==> config.mk <==
export PLATFORM = sky130hd
export DESIGN_NAME = xorwow_rng_array
export DESIGN_NICKNAME = d
export VERILOG_FILES = /design/src/rtl/xorwow_rng_array.sv
export SDC_FILE = /design/constraint.sdc
export NUM_CORES = 2
export LEC_CHECK = 0
export ABC_CLOCK_PERIOD_IN_PS = 12300
export BUFFER_PORTS_ARGS = -buffer_cell sky130_fd_sc_hd__buf_4
export CAP_MARGIN = 40
export CORE_AREA = 2 2 461 418
export CTS_CLUSTER_DIAMETER = 150
export CTS_CLUSTER_SIZE = 14
export DETAILED_ROUTE_END_ITERATION = 6
export DIE_AREA = 0 0 463 420
export GPL_TIMING_DRIVEN = 1
export PLACE_DENSITY = 0.36
export RECOVER_POWER = 50
export SLEW_MARGIN = 20
export SYNTH_ARGS = -nofsm -noshare
export SYNTH_HDL_FRONTEND = slang
export SYNTH_SLANG_ARGS = --single-unit
==> constraint.sdc <==
create_clock -name clk -period 12.3 [get_ports clk]
set_clock_uncertainty 0.1 [all_clocks]
set_input_delay 1.845 -clock clk [delete_from_list [all_inputs] [get_ports clk]]
set_output_delay 1.845 -clock clk [all_outputs]
set_load 0.01 [all_outputs]
==> src/rtl/xorwow_rng_array.sv <==
`default_nettype none
// ============================================================================
// Module   : xorwow_rng_array
// Purpose  : NUM_LANES parallel single-cycle xorwow generators with a
//            valid/ready output stage and run-time re-seeding. Optional macro
//            XORWOW_RANGE_EN scales each lane word into [0, range_max).
// Revision : 1.0 - initial multi-lane release
// ============================================================================
module xorwow_rng_array #(
    parameter int          NUM_LANES    = 4,
    parameter logic [31:0] SEED_DEFAULT = 32'h0000_0000,
    parameter logic [31:0] LANE_MIX     = 32'h9E37_79B9
) (
    input  logic                      clk,
    input  logic                      rst,
    input  logic                      en,
    input  logic                      seed_load,
    input  logic [31:0]               seed_data,
`ifdef XORWOW_RANGE_EN
    input  logic [31:0]               range_max,
`endif
    output logic                      out_valid,
    input  logic                      out_ready,
    output logic [32*NUM_LANES-1:0]   out_data
);

    localparam logic [31:0] C_INIT_X   = 32'd123456789;
    localparam logic [31:0] C_INIT_Y   = 32'd362436069;
    localparam logic [31:0] C_INIT_Z   = 32'd521288629;
    localparam logic [31:0] C_INIT_W   = 32'd88675123;
    localparam logic [31:0] C_INIT_V   = 32'd5783321;
    localparam logic [31:0] C_INIT_D   = 32'd6615241;
    localparam logic [31:0] C_D_STRIDE = 32'd362437;

    logic        r_valid;
    logic        w_advance;
    logic        w_reseed;
    logic [31:0] w_seed;

    // out_valid is purely registered, so advance never loops back through it
    assign w_advance = en & (~r_valid | out_ready);
    assign w_reseed  = rst | seed_load;
    assign w_seed    = rst ? SEED_DEFAULT : seed_data;
    assign out_valid = r_valid;

    always_ff @(posedge clk) begin
        if (w_reseed) begin
            r_valid <= 1'b0;
        end else if (w_advance) begin
            r_valid <= 1'b1;
        end else if (out_ready) begin
            r_valid <= 1'b0;
        end
    end

    for (genvar i = 0; i < NUM_LANES; i++) begin : g_lane
        localparam logic [31:0] C_LANE_KEY = 32'(i) * LANE_MIX;

        logic [31:0] r_x, r_y, r_z, r_w, r_v, r_d;
        logic [31:0] r_word;
        logic [31:0] w_key;
        logic [31:0] w_t;
        logic [31:0] w_v_next;
        logic [31:0] w_d_next;
        logic [31:0] w_raw;
        logic [31:0] w_word;

        assign w_key    = w_seed ^ C_LANE_KEY;
        assign w_t      = r_x ^ (r_x >> 2);
        assign w_v_next = (r_v ^ (r_v << 4)) ^ (w_t ^ (w_t << 1));
        assign w_d_next = r_d + C_D_STRIDE;
        assign w_raw    = w_d_next + w_v_next;

`ifdef XORWOW_RANGE_EN
        // Upper half of the 64-bit product maps the raw word onto [0, range_max)
        assign w_word = 32'((64'(w_raw) * 64'(range_max)) >> 32);
`else
        assign w_word = w_raw;
`endif

        always_ff @(posedge clk) begin
            if (w_reseed) begin
                r_x <= C_INIT_X ^ w_key;
                r_y <= C_INIT_Y;
                r_z <= C_INIT_Z;
                r_w <= C_INIT_W;
                r_v <= C_INIT_V;
                r_d <= C_INIT_D + w_key;
            end else if (w_advance) begin
                r_x <= r_y;
                r_y <= r_z;
                r_z <= r_w;
                r_w <= r_v;
                r_v <= w_v_next;
                r_d <= w_d_next;
            end
        end

        // A seed pulse discards the pending word but leaves the last value visible
        always_ff @(posedge clk) begin
            if (rst) begin
                r_word <= 32'h0000_0000;
            end else if (!seed_load && w_advance) begin
                r_word <= w_word;
            end
        end

        assign out_data[32*i +: 32] = r_word;
    end

endmodule
`default_nettype wire

==> results.sh <==
export IMPL_status="complete, but fails checks"
export IMPL_violations="max-capacitance violations, max-slew violations"
export IMPL_design_die_area_um2=194000
export IMPL_postCtsResizedCells=0
export IMPL_synth_adder_area_share_pct=3.67
export IMPL_critical_path_max_fanout=58
export IMPL_power_density_nw_per_um2=190
export IMPL_gpl_final_weighted_congestion=0.882
export IMPL_numCtsBuffers=74
export IMPL_avgViaCountPerCell=4.69
export IMPL_route_final_wire_length_um=184000
export IMPL_timing_critical_path_to_type="flip-flop"
export IMPL_cts_root_buf="clkbuf_16"
export IMPL_power_static_leakage_nw=19.3
export IMPL_ys_seq_elements=897
export IMPL_crit_type="in -> reg"
export IMPL_dp_final_hpwl_um=133000
export IMPL_cts_sink_count=897
export IMPL_hold_viol=0
export IMPL_worstSkewPairLatency_ns=0.69
export IMPL_coreArea_um2=190000
export IMPL_placed_cell_area_um2=51400
export IMPL_row_count=152
export IMPL_synthArstFlopShare_pct=0
export IMPL_yosys_mux_area_fraction_pct=0.321
export IMPL_syn_nets=5789
export IMPL_worst_endpoint_arrival_ns=8.46
export IMPL_slew_headroom_pct=-127
export IMPL_routed_via_count=38500
export IMPL_yosysWarningCount=0
export IMPL_io_buffer_count=165
export IMPL_maxCapViolCount=20
export IMPL_post_layout_net_count=5783
export IMPL_post_synth_instance_area_um2=47200
export IMPL_max_clock_path_buffers=3
export IMPL_synth_compound_area_share_pct=13.4
export IMPL_worst_slew_pin_transition_ns=3.40
export IMPL_synth_xor_area_share_pct=14.9
export IMPL_synth_top_family_by_area="simple AND/OR/NAND/NOR gates"
export IMPL_remaining_drc_errors=0
export IMPL_clk_pin_slew_worst_paths_ns=0.07
export IMPL_wire_length_of_the_first_global_routing_pass_um=267000
export IMPL_dp_slack_ns=6.62
export IMPL_maxClockFrequency_ghz=0.123
export IMPL_route_detailed_wl_per_inst_um=22.4
export IMPL_required_ns=12.64
export IMPL_totalNegativeSetupSlack_ns=0
export IMPL_cts_tree="built"
export IMPL_post_layout_total_power_w=0.00998
export IMPL_yosys_cell_count_top_type="nand2_1"
export IMPL_setup_violations_final=0
export IMPL_clock_tree_htree_level_count=3
export IMPL_min_path_type="reg -> reg"
export IMPL_grt_start_max_net_pins=183
export IMPL_floorplan_initialDensity_pct=24.9
export IMPL_yosys_cell_types_count=100
export IMPL_post_route_cells_drive_above_1_share_pct=3.76
export IMPL_cts_setup_buffers=0
export IMPL_synth_seq_area_share_pct=43.5
export IMPL_post_synth_inst_count=5616
export IMPL_worst_setup_path_start_kind="primary input"
export IMPL_timing_final_max_slew_violations=945
export IMPL_synth_top_flop_cell="dfxtp_1"
export IMPL_die_width_um=463
export IMPL_grt_antenna_before_repair=19
export IMPL_post_synth_most_frequent_cells="nand2_1, dfxtp_1, xnor2_1"
export IMPL_rsz0062_at_grt="no"
export IMPL_tcrit_tclk_final_pct=66.0
export IMPL_chipHeight_um=420
export IMPL_drt_pass1_iter_count=5
export IMPL_syn_mean_instance_area_um2=8.40
export IMPL_boundaryPins=166
export IMPL_grt_total_usage_pct=18.4
export IMPL_dr_first_iter_drc_count=2905
export IMPL_netlist_top_cell_by_area="dfxtp_1"
export IMPL_synth_top_area_share_pct=27.2
export IMPL_antenna_viol_nets_final=0
export IMPL_ctsHoldBuffers=0
export IMPL_layout_setup_ws_ns=4.18
export IMPL_edff_count_synth=256
export IMPL_synth_simple_gate_area_share_pct=20.9
export IMPL_synth_area_top_cells="dfxtp_1, edfxtp_1, nand2_1"
export IMPL_finalCriticalPeriod_ns=8.12
export IMPL_area_growth_syn_to_layout_pct=11.6
export IMPL_gr_total_overflow=0
export IMPL_finalHoldWorstSlack_ns=0.347
export IMPL_vias_in_the_first_global_route=37300
export IMPL_fin_area_um2=52700
export IMPL_vdd_ir_drop_max_mv=0.101
## worst paths after layout
path	start	endpoint	slack [ns]	depth (start not counted)
hold reg to reg	g_lane[2].r_z[27]	g_lane[2].r_y[27]	0.35	2
hold / removal	g_lane[2].r_z[27]	g_lane[2].r_y[27]	0.35	2
setup reg to reg	out_valid	g_lane[2].r_w[27]	5.18	7
setup / recovery	rst	g_lane[1].r_v[24]	4.18	6
## state kept, by name, indices dropped and copies added, names as in the netlist
signal	count
g_lane.r_z	128
g_lane.r_y	128
g_lane.r_d	128
g_lane.r_x	128
g_lane.r_word	128
g_lane.r_v	128
g_lane.r_w	128
out_valid	1
## area by class of cell
cell class / instances / area, um2
Sequential cell: 897 / 20500
Clock buffer: 126 / 2130
Multi-Input combinational cell: 4332 / 25200
Tap cell: 2541 / 3180
Antenna cell: 7 / 17.5
Timing Repair Buffer: 240 / 1370
Fill cell: 20600 / 137000
Clock inverter: 2 / 32.5
Inverter: 65 / 246
## logic make-up after synthesis
logic type | after synthesis
simple gates | 2327
fa+ha+maj | 136
buf+inv | 387
flops | 897
compound gates | 1049
mux | 15
xor+xnor | 805
## stage by stage
stage / util (%) / std cells
2_1_floorplan: - / 5616
3_3_place_gp: 26.8 / 8038
3_5_place_dp: 27.1 / 8072
4_1_cts: 28.2 / 8200
5_1_grt: 27.8 / 8204
6_report: 27.8 / 8210
## worst max-delay path: stages
cell	delay (ns)
buf_8	0.36
clkinvlp_2	0.91
nand2_1	1.86
clkbuf_1	1.13
clkbuf_1	2.04
nor3_1	0.18
## report_power, final
part / total, W / switching [W] / internal, W
clock network: 0.00239 / 0.00121 / 0.00118
registers: 0.00354 / 0.000222 / 0.00332
logic: 0.00406 / 0.00256 / 0.00149
## routing by layer
layer / vias up / global-route usage [%] / part of all wire [%]
met1: 18700 / 26.2 / 49
li1: 19000 / - / -
met5: - / 0 / 0.0049
met4: 2 / 4.34 / 2.1
met3: 165 / 1.97 / 3.7
met2: 693 / 29.7 / 45
## cells in the final DEF, fill, tap and decap left out, types with 78 or more instances in the layout
cell type	count
xnor2_1	561
a21oi_1	528
edfxtp_1	256
clkbuf_16	78
nand2_1	1382
o21ai_0	174
nor3_1	92
clkbuf_1	216
dfxtp_1	641
xor2_1	244
nor2_1	349
nand3_1	298
ha_1	132
Power figures use the tool's default switching activity.
